**src/rtl/rtf65002_pkg.sv**
```systemverilog
// rtf65002 multiply/divide shared encodings.
// Divider datapath is built only with RTF65002_DIVMOD_EN defined.
package rtf65002_pkg;

  typedef enum logic [1:0] {
    MD_MULU = 2'd0,
    MD_MULS = 2'd1,
    MD_DIVU = 2'd2,
    MD_DIVS = 2'd3
  } md_op_e;

  typedef enum logic [2:0] {
    MD_IDLE,
    MD_MUL,
    MD_DIV,
    MD_FIX,
    MD_DONE
  } md_state_e;

endpackage

```
**src/rtl/rtf65002_cond_neg.sv**
```systemverilog
// Conditional two's-complement negate: y = neg ? -x : x.
// Used for operand magnitudes and result sign correction.
module rtf65002_cond_neg #(
  parameter int W = 32
) (
  input  logic [W-1:0] x,
  input  logic         neg,
  output logic [W-1:0] y
);

  assign y = neg ? (~x + W'(1)) : x;

endmodule

```
**src/rtl/rtf65002_muldiv.sv**
```systemverilog
// rtf65002 sequential multiply/divide unit, one result bit per clock.
// Optional MOD/DIV support: define RTF65002_DIVMOD_EN.
module rtf65002_muldiv
  import rtf65002_pkg::*;
#(
  parameter int WID = 32
) (
  input  logic             clk,
  input  logic             rst_n,
  input  logic             ld,
  input  logic [1:0]       op,
  input  logic [WID-1:0]   a,
  input  logic [WID-1:0]   b,
  output logic [2*WID-1:0] prod,
  output logic             busy,
  output logic             done,
  output logic             dbz
);

  localparam int CW = $clog2(WID + 1);

  md_state_e      state;
  logic [WID-1:0] acc;
  logic [WID-1:0] lo;
  logic [WID-1:0] dvs;
  logic [WID-1:0] abs_a;
  logic [WID-1:0] abs_b;
  logic [WID-1:0] madd;
  logic [WID:0]   msum;
  logic [2*WID-1:0] p_fix;
  logic [CW-1:0]  cnt;
  logic           sa;
  logic           sb;
  logic           sgn;
  logic           is_div;
  logic           accept;
  logic           last;

  assign sgn    = (op == MD_MULS) || (op == MD_DIVS);
  assign is_div = (op == MD_DIVU) || (op == MD_DIVS);
  assign accept = ld && (state == MD_IDLE || state == MD_DONE);
  assign last   = (cnt == CW'(1));
  assign madd   = lo[0] ? dvs : '0;
  assign msum   = {1'b0, acc} + {1'b0, madd};

  rtf65002_cond_neg #(.W(WID)) u_abs_a (
    .x   (a),
    .neg (sgn & a[WID-1]),
    .y   (abs_a)
  );

  rtf65002_cond_neg #(.W(WID)) u_abs_b (
    .x   (b),
    .neg (sgn & b[WID-1]),
    .y   (abs_b)
  );

  rtf65002_cond_neg #(.W(2*WID)) u_fix_p (
    .x   ({acc, lo}),
    .neg (sa ^ sb),
    .y   (p_fix)
  );

`ifdef RTF65002_DIVMOD_EN
  logic           div_r;
  logic           ge;
  logic [WID:0]   rsh;
  logic [WID-1:0] rdif;
  logic [WID-1:0] q_fix;
  logic [WID-1:0] r_fix;

  // Partial remainder stays below the divisor, so WID bits hold the difference.
  assign rsh  = {acc, lo[WID-1]};
  assign ge   = rsh >= {1'b0, dvs};
  assign rdif = rsh[WID-1:0] - dvs;

  rtf65002_cond_neg #(.W(WID)) u_fix_q (
    .x   (lo),
    .neg (sa ^ sb),
    .y   (q_fix)
  );

  rtf65002_cond_neg #(.W(WID)) u_fix_r (
    .x   (acc),
    .neg (sa),
    .y   (r_fix)
  );
`endif

  always_ff @(posedge clk or negedge rst_n) begin
    if (!rst_n) begin
      state <= MD_IDLE;
      acc   <= '0;
      lo    <= '0;
      dvs   <= '0;
      cnt   <= '0;
      sa    <= 1'b0;
      sb    <= 1'b0;
      prod  <= '0;
      busy  <= 1'b0;
      done  <= 1'b0;
      dbz   <= 1'b0;
`ifdef RTF65002_DIVMOD_EN
      div_r <= 1'b0;
`endif
    end else begin
      done <= 1'b0;
      unique case (state)
        MD_MUL: begin
          acc <= msum[WID:1];
          lo  <= {msum[0], lo[WID-1:1]};
          cnt <= cnt - CW'(1);
          if (last) state <= MD_FIX;
        end
`ifdef RTF65002_DIVMOD_EN
        MD_DIV: begin
          acc <= ge ? rdif : rsh[WID-1:0];
          lo  <= {lo[WID-2:0], ge};
          cnt <= cnt - CW'(1);
          if (last) state <= MD_FIX;
        end
`endif
        MD_FIX: begin
`ifdef RTF65002_DIVMOD_EN
          prod <= div_r ? {r_fix, q_fix} : p_fix;
`else
          prod <= p_fix;
`endif
          state <= MD_DONE;
        end
        MD_DONE: begin
          done  <= 1'b1;
          busy  <= 1'b0;
          state <= MD_IDLE;
        end
        default: state <= MD_IDLE;
      endcase

      if (accept) begin
        sa   <= sgn & a[WID-1];
        sb   <= sgn & b[WID-1];
        dvs  <= abs_b;
        acc  <= '0;
        lo   <= abs_a;
        cnt  <= CW'(WID);
        busy <= 1'b1;
        dbz  <= 1'b0;
        if (!is_div) begin
          state <= MD_MUL;
`ifdef RTF65002_DIVMOD_EN
          div_r <= 1'b0;
        end else if (b == '0) begin
          // Quotient all ones, remainder raw dividend, no sign fix.
          div_r <= 1'b1;
          sa    <= 1'b0;
          sb    <= 1'b0;
          acc   <= a;
          lo    <= '1;
          dbz   <= 1'b1;
          state <= MD_FIX;
        end else begin
          div_r <= 1'b1;
          state <= MD_DIV;
        end
`else
        end else begin
          prod  <= '0;
          state <= MD_DONE;
        end
`endif
      end
    end
  end

endmodule

```
**config.mk**
```make
export PLATFORM = sky130hd
export DESIGN_NAME = rtf65002_muldiv
export DESIGN_NICKNAME = d
export VERILOG_FILES = /design/src/rtl/rtf65002_pkg.sv /design/src/rtl/rtf65002_cond_neg.sv /design/src/rtl/rtf65002_muldiv.sv
export SDC_FILE = /design/constraint.sdc
export NUM_CORES = 1
export LEC_CHECK = 0
export ABC_AREA = 1
export BUFFER_PORTS_ARGS = -buffer_cell sky130_fd_sc_hd__buf_4
export CORE_ASPECT_RATIO = 1.75
export CORE_MARGIN = 5
export CORE_UTILIZATION = 25
export CTS_BUF_LIST = sky130_fd_sc_hd__clkbuf_8
export CTS_CLUSTER_SIZE = 8
export DETAILED_ROUTE_END_ITERATION = 6
export PLACE_DENSITY = 0.48
export SLEW_MARGIN = 10
export SYNTH_ARGS = -nofsm -noshare
export SYNTH_HDL_FRONTEND = slang
export SYNTH_SLANG_ARGS = --single-unit
```
**constraint.sdc**
```tcl
create_clock -name clk -period 2.65 [get_ports clk]
set_clock_uncertainty 0.1 [all_clocks]
set_input_delay 0.1325 -clock clk [delete_from_list [all_inputs] [get_ports clk]]
set_output_delay 0.1325 -clock clk [all_outputs]
set_load 0.01 [all_outputs]
```
==> summary.md, run 1 <==
| Metric | Value |
|---|---|
| Initial core utilization | 25.26% |
| Global-route wire length before repair | 83260 um |
| P&R area growth vs syn | 22.59% |
| Post-Syn Area | 13710 um2 |
| DRC viols | 0 |
| Setup CP Type | in -> reg |
| Gp weighted congestion | 0.9270 |
| Unrepaired setup endpoints after global routing | no |
| Clock transition at path regs | 0.10 ns |
| Pre-CTS setup slack | 0.1603 ns |
| Final hold violation count | 0 |
| Distinct cell type count after synthesis | 53 |
| Vias per cell | 4.714 |
| Syn Nets | 2293 |
| TNS Setup | 0 ns |
| Vert. Die Dim | 319.8 um |
| CTS tree | yes |
| Worst-margin pin slew | 1.043 ns |
| Crit Path Max Fanout | 4 |
| DR pass1 iterations | 6 |
| Final antenna-violating net count | 0 |
| Setup WS post-layout | 0.1128 ns |
| Worst vdd ir | 0.0004508 V |
| Wire per inst | 17.15 um |
| Post-synthesis mux area share | 0% |
| Port Buf Inserts | 134 |
| Final period utilization | 95.74% |
| Initial antenna violation count | 2 |
| Fin crit period | 2.537 ns |
| Status | completed |
| Worst Setup Start Kind | input pin |
| Vias in the first global route | 14700 |
| Ys async rst share | 100.0% |
| Max-cap violations | 0 |
| Total gr overflow | 0 |
| Area leader, netlist | dfrtp_1 |
| Post-Syn Area per Cell | 6.274 um2 |
| CTS Sinks | 173 |
| CP startpoint | a[0] |
| Most instantiated cells after synthesis | nand2_1, inv_1, nor2_1 |
| DRT met1 WL | 21580 um |
| Nets@finish | 2496 |
| Most numerous cell in the Yosys netlist | nand2_1 |
| Number of setup buffers added after CTS | 0 |
| Top-Level Pins | 136 |
| Synth Register Bits | 173 |
| Hold_ws | 0.02411 ns |
| Ys Warns | 0 |
| Critical Path RT | 2.94 ns |
| Sequential share of the synthesized area | 31.57% |
| XOR/XNOR share of the synthesized area | 1.788% |
| Synth Area in Simple Gates | 38.75% |
| Worst EP arrival | 2.83 ns |
| Core ar. | 54290 um2 |
| Longest Clk Path Bufs | 2 |
| Max_slew headroom | 30.41% |
| R2r startpoint | lo[0]$_DFFE_PN0P_ |
| Clk Latency, worst-skew pair | 0.51 ns |
| WL met3 | 1843 um |
| Tot Pwr | 16.80 mW |
| Leak | 8.809 nW |
| Share of layout cells above drive strength 1 | 12.03% |
| Slew Limit Fails | 0 |
| Post-synth EDFFs | 0 |
| WL met2 | 27250 um |
| Power per standard cell area | 999.2 nW/um2 |
| Via count | 14590 |
| Die area | 59830 um2 |
| Post-synth top flop | dfrtp_1 |
| WL final | 53050 um |
| Chip width | 187.1 um |
| H-tree depth | 4 |
| Root Buffer | clkbuf_8 |
| # rows | 113 |
| Hold Crit Class | in -> async |
| CP endpoint kind | register |
| Synthesized instance count | 2186 |
| Share of the synthesized area in the top cell type | 31.57% |
| Gr usage total | 17.60% |
| Final setup fails | 0 |
| Largest family of logic cells by synthesized area | simple AND/OR/NAND/NOR gates |
| Post-Synth Adder-Cell Area | 3.522% |
| DR top layer | met4 |
| Dpl hpwl | 43160 um |
| Area contributors post-synth | dfrtp_1, nand2_1, inv_1 |
| Highest Clock Rate | 394.1 MHz |
| Fill cell total of the finished layout | 6136 |
| Complex-gate fraction of the synthesized area | 13.27% |
| Num CTS Buffers | 17 |
| Initial drt markers | 726 |
| Largest net degree at the start of global routing | 73 |
cell families after synthesis:
kind of cell             Yosys count
flip-flops                       173
other                              1
XOR/XNOR                          28
adder cells (fa/ha/maj)           38
AND/OR/NAND/NOR                 1247
buffers and inverters            381
AO/OA/AOI/OAI                    318
power by group:
group / leakage [nW] / switching (mW) / internal [mW]
combinational: 6.39 / 6.62 / 3.43
clock: 0.186 / 1.16 / 0.776
sequential: 2.24 / 1.17 / 3.64
total: 8.81 / 8.95 / 7.85
cells in the final DEF, fill, tap and decap left out, types with 4 or more instances in the layout:
| master | count |
|---|---|
| o21bai_1 | 14 |
| clkinvlp_4 | 5 |
| o21ai_4 | 6 |
| nor3_1 | 13 |
| o221ai_1 | 10 |
| nand2_1 | 678 |
| xnor2_1 | 5 |
| inv_2 | 11 |
| ha_1 | 37 |
| a31oi_1 | 15 |
| nand3_1 | 189 |
| o22ai_1 | 21 |
| inv_6 | 6 |
| nor2_2 | 14 |
| dfrtp_1 | 172 |
| nand3_2 | 6 |
| inv_1 | 302 |
| nand4_1 | 34 |
| o21ai_0 | 147 |
| clkbuf_8 | 17 |
| a21oi_1 | 74 |
| buf_12 | 5 |
| or2_2 | 11 |
| nand3b_1 | 5 |
| and2_1 | 4 |
| dlygate4sd3_1 | 79 |
| o211ai_1 | 7 |
| nor2_4 | 7 |
| nand2_2 | 16 |
| buf_4 | 164 |
| xor2_1 | 23 |
| nor2_1 | 257 |
| o21ai_1 | 13 |
worst max-delay path: stages:
cell,delay (ns)
dlygate4sd3_1,0.55
buf_4,0.14
inv_1,0.17
nand3_2,0.16
inv_1,0.09
nand2_1,0.07
nor2_1,0.13
nand2_1,0.08
a21oi_1,0.11
dlygate4sd3_1,0.56
o21bai_1,0.07
dlygate4sd3_1,0.55
final timing paths:
kind | end | slack, ns | cells after the start
setup / recovery | lo[13]$_DFFE_PN0P_ | 0.11 | 12
hold / removal | lo[11]$_DFFE_PN0P_ | 0.02 | 2
setup reg to reg | acc[19]$_DFFE_PN0P_ | 0.15 | 13
hold reg to reg | state[1]$_DFFE_PN0P_ | 0.34 | 1
max in group asynchronous | prod[59]$_DFF_PN0_ | 1.67 | 3
min in group clk | dvs[3]$_DFFE_PN0P_ | 0.07 | 5
final cells by class:
cell class                 instances  area (um2)  area share, %
multi-input combinational       1632        7896          46.97
sequential                       173        4330          25.76
timing repair buffer             250        2145          12.76
inverter                         315        1187          7.063
tap                              690       863.3          5.135
clock buffer                      17       234.0          1.392
clock inverter                    15       151.4         0.9005
antenna                            2       5.005        0.02977
stage by stage:
stage / area, um2 / util, % / cells
global placement: 15600 / 28.72 / 2981
CTS: 16770 / 30.89 / 3092
floorplan: 13710 / - / 2186
global route: 16810 / 30.97 / 3094
finish: 16810 / 30.97 / 3094
detailed placement: 15600 / 28.72 / 2981
per-layer routing:
| metal | track usage (%) | vias to the layer above |
|---|---|---|
| li1 | - | 7404 |
| met5 | 0 | - |
| met4 | 7.828 | 0 |
| met1 | 20.10 | 6741 |
| met3 | 2.324 | 83 |
| met2 | 32.57 | 358 |
state kept, by name, indices dropped and copies added (netlist names), 3 cells and up:
signal,count
prod,64
acc,32
dvs,32
lo,32
cnt,6
state,3
what timing repair did:
item / CTS / global route
endpoints found under the hold margin: 240 / 0
resized for setup: 0 / 13
hold buffers: 79 / 0
endpoints found under the setup margin: 0 / 14
Note: power is estimated with default switching activity, not from simulation.
==> run 2: changes to the inputs <==
REMOVE_ABC_BUFFERS = 1   (was unset)
SLEW_MARGIN = unset   (was 10)
==> run 2 against run 1 <==
  * Die area unchanged
  * Sequential power barely moved
  * Worst setup slack worse by 0.0065 ns
  * Power up 3.6%
  * Final area rose by 0.66%
  * Critical path depth shrank 3
  * Routed wire length up 9.4%
  * Critical endpoint unchanged
  * Largest cell class unchanged
  * Largest power group unchanged
==> summary.md, run 2 (synthesized netlist as in run 1, its figures left out) <==
| Metric | Value |
|---|---|
| Core ar. | 54290 um2 (unchanged) |
| Die area | 59830 um2 (unchanged) |
| Port Buf Inserts | 134 (unchanged) |
| Max reg flops | 64 (unchanged) |
| Sw Share | 54.39% (+1.1 points) |
| DRC viols | 0 (unchanged) |
| Status | completed |
| Slew Limit Fails | 0 (unchanged) |
| Clock share of power | 10.9% (-0.7 points) |
| Final period utilization | 95.99% (+0.24 points) |
| DP Cell Count | 2992 (+0.37%) |
| Gp weighted congestion | 0.9560 (+3.1%) |
| Nets@finish | 2509 (+0.52%) |
| Critical path buffers and inverters | 6 (unchanged) |
| Top-Level Pins | 136 (unchanged) |
| Final setup fails | 0 (unchanged) |
| Clock transition at path regs | 0.12 ns (+0.02 ns) |
| Vert. Die Dim | 319.8 um (unchanged) |
| Gr usage total | 19.18% (+1.6 points) |
| Internal power | 7.940 mW (+1.2%) |
| Longest Clk Path Bufs | 2 (unchanged) |
| Worst Setup Start Kind | input pin |
| Register bank with the most flops | prod |
| Psw | 9.467 mW (+5.8%) |
| Max-cap violations | 0 (unchanged) |
| Hold depth | 5 |
| Highest Clock Rate | 393.1 MHz (-0.25%) |
| Chip width | 187.1 um (unchanged) |
| CTS tree | yes |
| Hold path startpoint | b[1] |
| Most frequent cell on the critical path | dlygate4sd3_1 |
| Final hold violation count | 0 (unchanged) |
| Cell depth of the worst flop-to-flop path | 12 (-1) |
| Crit Path Max Fanout | 17 (+13) |
| H-tree depth | 4 (unchanged) |
| Dpl hpwl | 46890 um (+8.6%) |
| Initial core utilization | 25.26% (unchanged) |
| Max incr delay on CP | 0.56 ns (about the same) |
| Gate power share | 61.5% (+1.7 points) |
| Largest net degree at the start of global routing | 84 (+15%) |
| Setup CP Type | in -> reg |
| CP max-delay cell | dlygate4sd3_1 |
| CP endpoint kind | register |
| R2r startpoint | lo[0]$_DFFE_PN0P_ |
| DR pass1 iterations | 5 (-1) |
| Global-route wire length before repair | 88360 um (+6.1%) |
| Top Family by Delay on Critical Path | buffers and inverters |
| Tot Pwr | 17.41 mW (+3.6%) |
| # rows | 113 (unchanged) |
| Unrepaired setup endpoints after global routing | yes |
| Leak | 8.885 nW (+0.87%) |
| Vias in the first global route | 15050 (+2.4%) |
| Fin cells | 3106 (+0.39%) |
| CP Cell Sequence | dlygate4sd3_1 > buf_4 > nand2_2 > inv_1 > buf_4 > a21oi_1 > dlygate4sd3_1 > o21bai_1 > dlygate4sd3_1 |
| Total gr overflow | 0 (unchanged) |
| Hold Crit Class | in -> reg |
| CP startpoint | a[31] |
| P&R area growth vs syn | 23.40% |
| Clk Latency, worst-skew pair | 0.54 ns (+0.03 ns) |
| Final antenna-violating net count | 0 (unchanged) |
| Fin crit period | 2.544 ns (+0.006468 ns) |
| Critical Path RT | 3.04 ns (+0.10 ns) |
| Worst-margin pin slew | 0.6718 ns (-0.3709 ns) |
| Worst vdd ir | 0.0005361 V (+19%) |
| Initial antenna violation count | 1 (-1) |
| Power per standard cell area | 1029 nW/um2 (+2.9%) |
| Most common cell after layout, fill and taps aside | nand2_1 |
| Worst EP arrival | 2.93 ns (+0.10 ns) |
| Via count | 14750 (+1.2%) |
| Wire per inst | 18.69 um (+9.0%) |
| Num CTS Buffers | 17 (unchanged) |
| Vias per cell | 4.750 (+0.76%) |
| CTS Sinks | 173 (unchanged) |
| Leading cell types in the layout, fill and taps excluded | nand2_1, inv_1, nor2_1 |
| Fill cell total of the finished layout | 6180 (+0.72%) |
| Root Buffer | clkbuf_8 |
| Max_slew headroom | 54.83% (+24 points) |
| Share of layout cells above drive strength 1 | 12.71% (+0.68 points) |
| WL final | 58050 um (+9.4%) |
| Sequential share of power | 27.6% (-1.0 points) |
| Initial drt markers | 739 (+1.8%) |
| Crit. path cell count | 9 (-3) |
run 2: cell types whose count changed in the layout (fill, tap and decap cells not counted), sizes merged:
| cell | previous run | this run |
|---|---|---|
| buf | 171 | 185 |
| clkinv | 2 | 6 |
| clkinvlp | 5 | 2 |
| bufinv | 1 | 0 |
| diode | 2 | 1 |
| dlygate4sd3 | 79 | 78 |
run 2: final cells by class:
type | instances | area (um2) | share of cell area [%]
Antenna cell | 1 | 2.502 | 0.01479
Clock buffer | 17 | 234.0 | 1.383
Clock inverter | 15 | 128.9 | 0.7615
Inverter | 315 | 1184 | 6.994
Multi-Input combinational cell | 1632 | 7920 | 46.80
Sequential cell | 173 | 4330 | 25.59
Tap cell | 690 | 863.3 | 5.101
Timing Repair Buffer | 263 | 2261 | 13.36
run 2: worst min-delay path: stages:
cell     delay [ns]
buf_4          0.12
inv_1          0.08
ha_1           0.13
nand2_1        0.05
a21oi_1        0.13
run 2: power groups by stage:
stage	clock network, mW	logic, mW	registers (mW)
6_report	1.90	10.7	4.80
5_1_grt	2.05	11.9	4.93
4_1_cts	1.97	10.7	4.80
3_5_place_dp	0	10.5	4.84
3_3_place_gp	0	10.5	4.85
2_1_floorplan	0	6.38	4.55
run 2: routing by layer:
metal | global-route usage (%) | vias to the layer above | share of wire [%]
li1 | - | 7413 | -
met2 | 38.13 | 344 | 56
met1 | 19.11 | 6881 | 36
met5 | 0 | - | 0
met4 | 10.71 | 0 | 5.9
met3 | 2.073 | 116 | 2.7
run 2: path summary, 6_finish.rpt:
| path | endpoint | slack [ns] |
|---|---|---|
| setup / recovery | lo[13]$_DFFE_PN0P_ | 0.11 |
| hold / removal | dvs[1]$_DFFE_PN0P_ | 0.04 |
| setup reg to reg | acc[24]$_DFFE_PN0P_ | 0.19 |
| hold reg to reg | state[1]$_DFFE_PN0P_ | 0.36 |
| max in group asynchronous | prod[11]$_DFF_PN0_ | 1.88 |
| min in group asynchronous | dvs[4]$_DFFE_PN0P_ | 0.05 |
run 2: stage by stage:
| step | hold WS [ns] | util (%) | instance area [um2] | worst slack, ns | setup TNS, ns |
|---|---|---|---|---|---|
| floorplan | -0.2631 | - | 13380 | -0.9221 | -68.77 |
| global placement | -0.03466 | 28.90 | 15690 | 0.1250 | 0 |
| detailed placement | -0.03313 | 28.90 | 15690 | 0.1377 | 0 |
| CTS | 0.004169 | 31.04 | 16850 | 0.001038 | 0 |
| global route | 0.07182 | 31.17 | 16920 | -0.07274 | -0.07274 |
| finish | 0.04245 | 31.17 | 16920 | 0.1063 | 0 |
run 2: repair_timing:
item,CTS,global route
hold buffers,79,0
buffers inserted,0,2
hold endpoints to repair,237,0
resized for setup,0,16
setup endpoints to repair,0,17
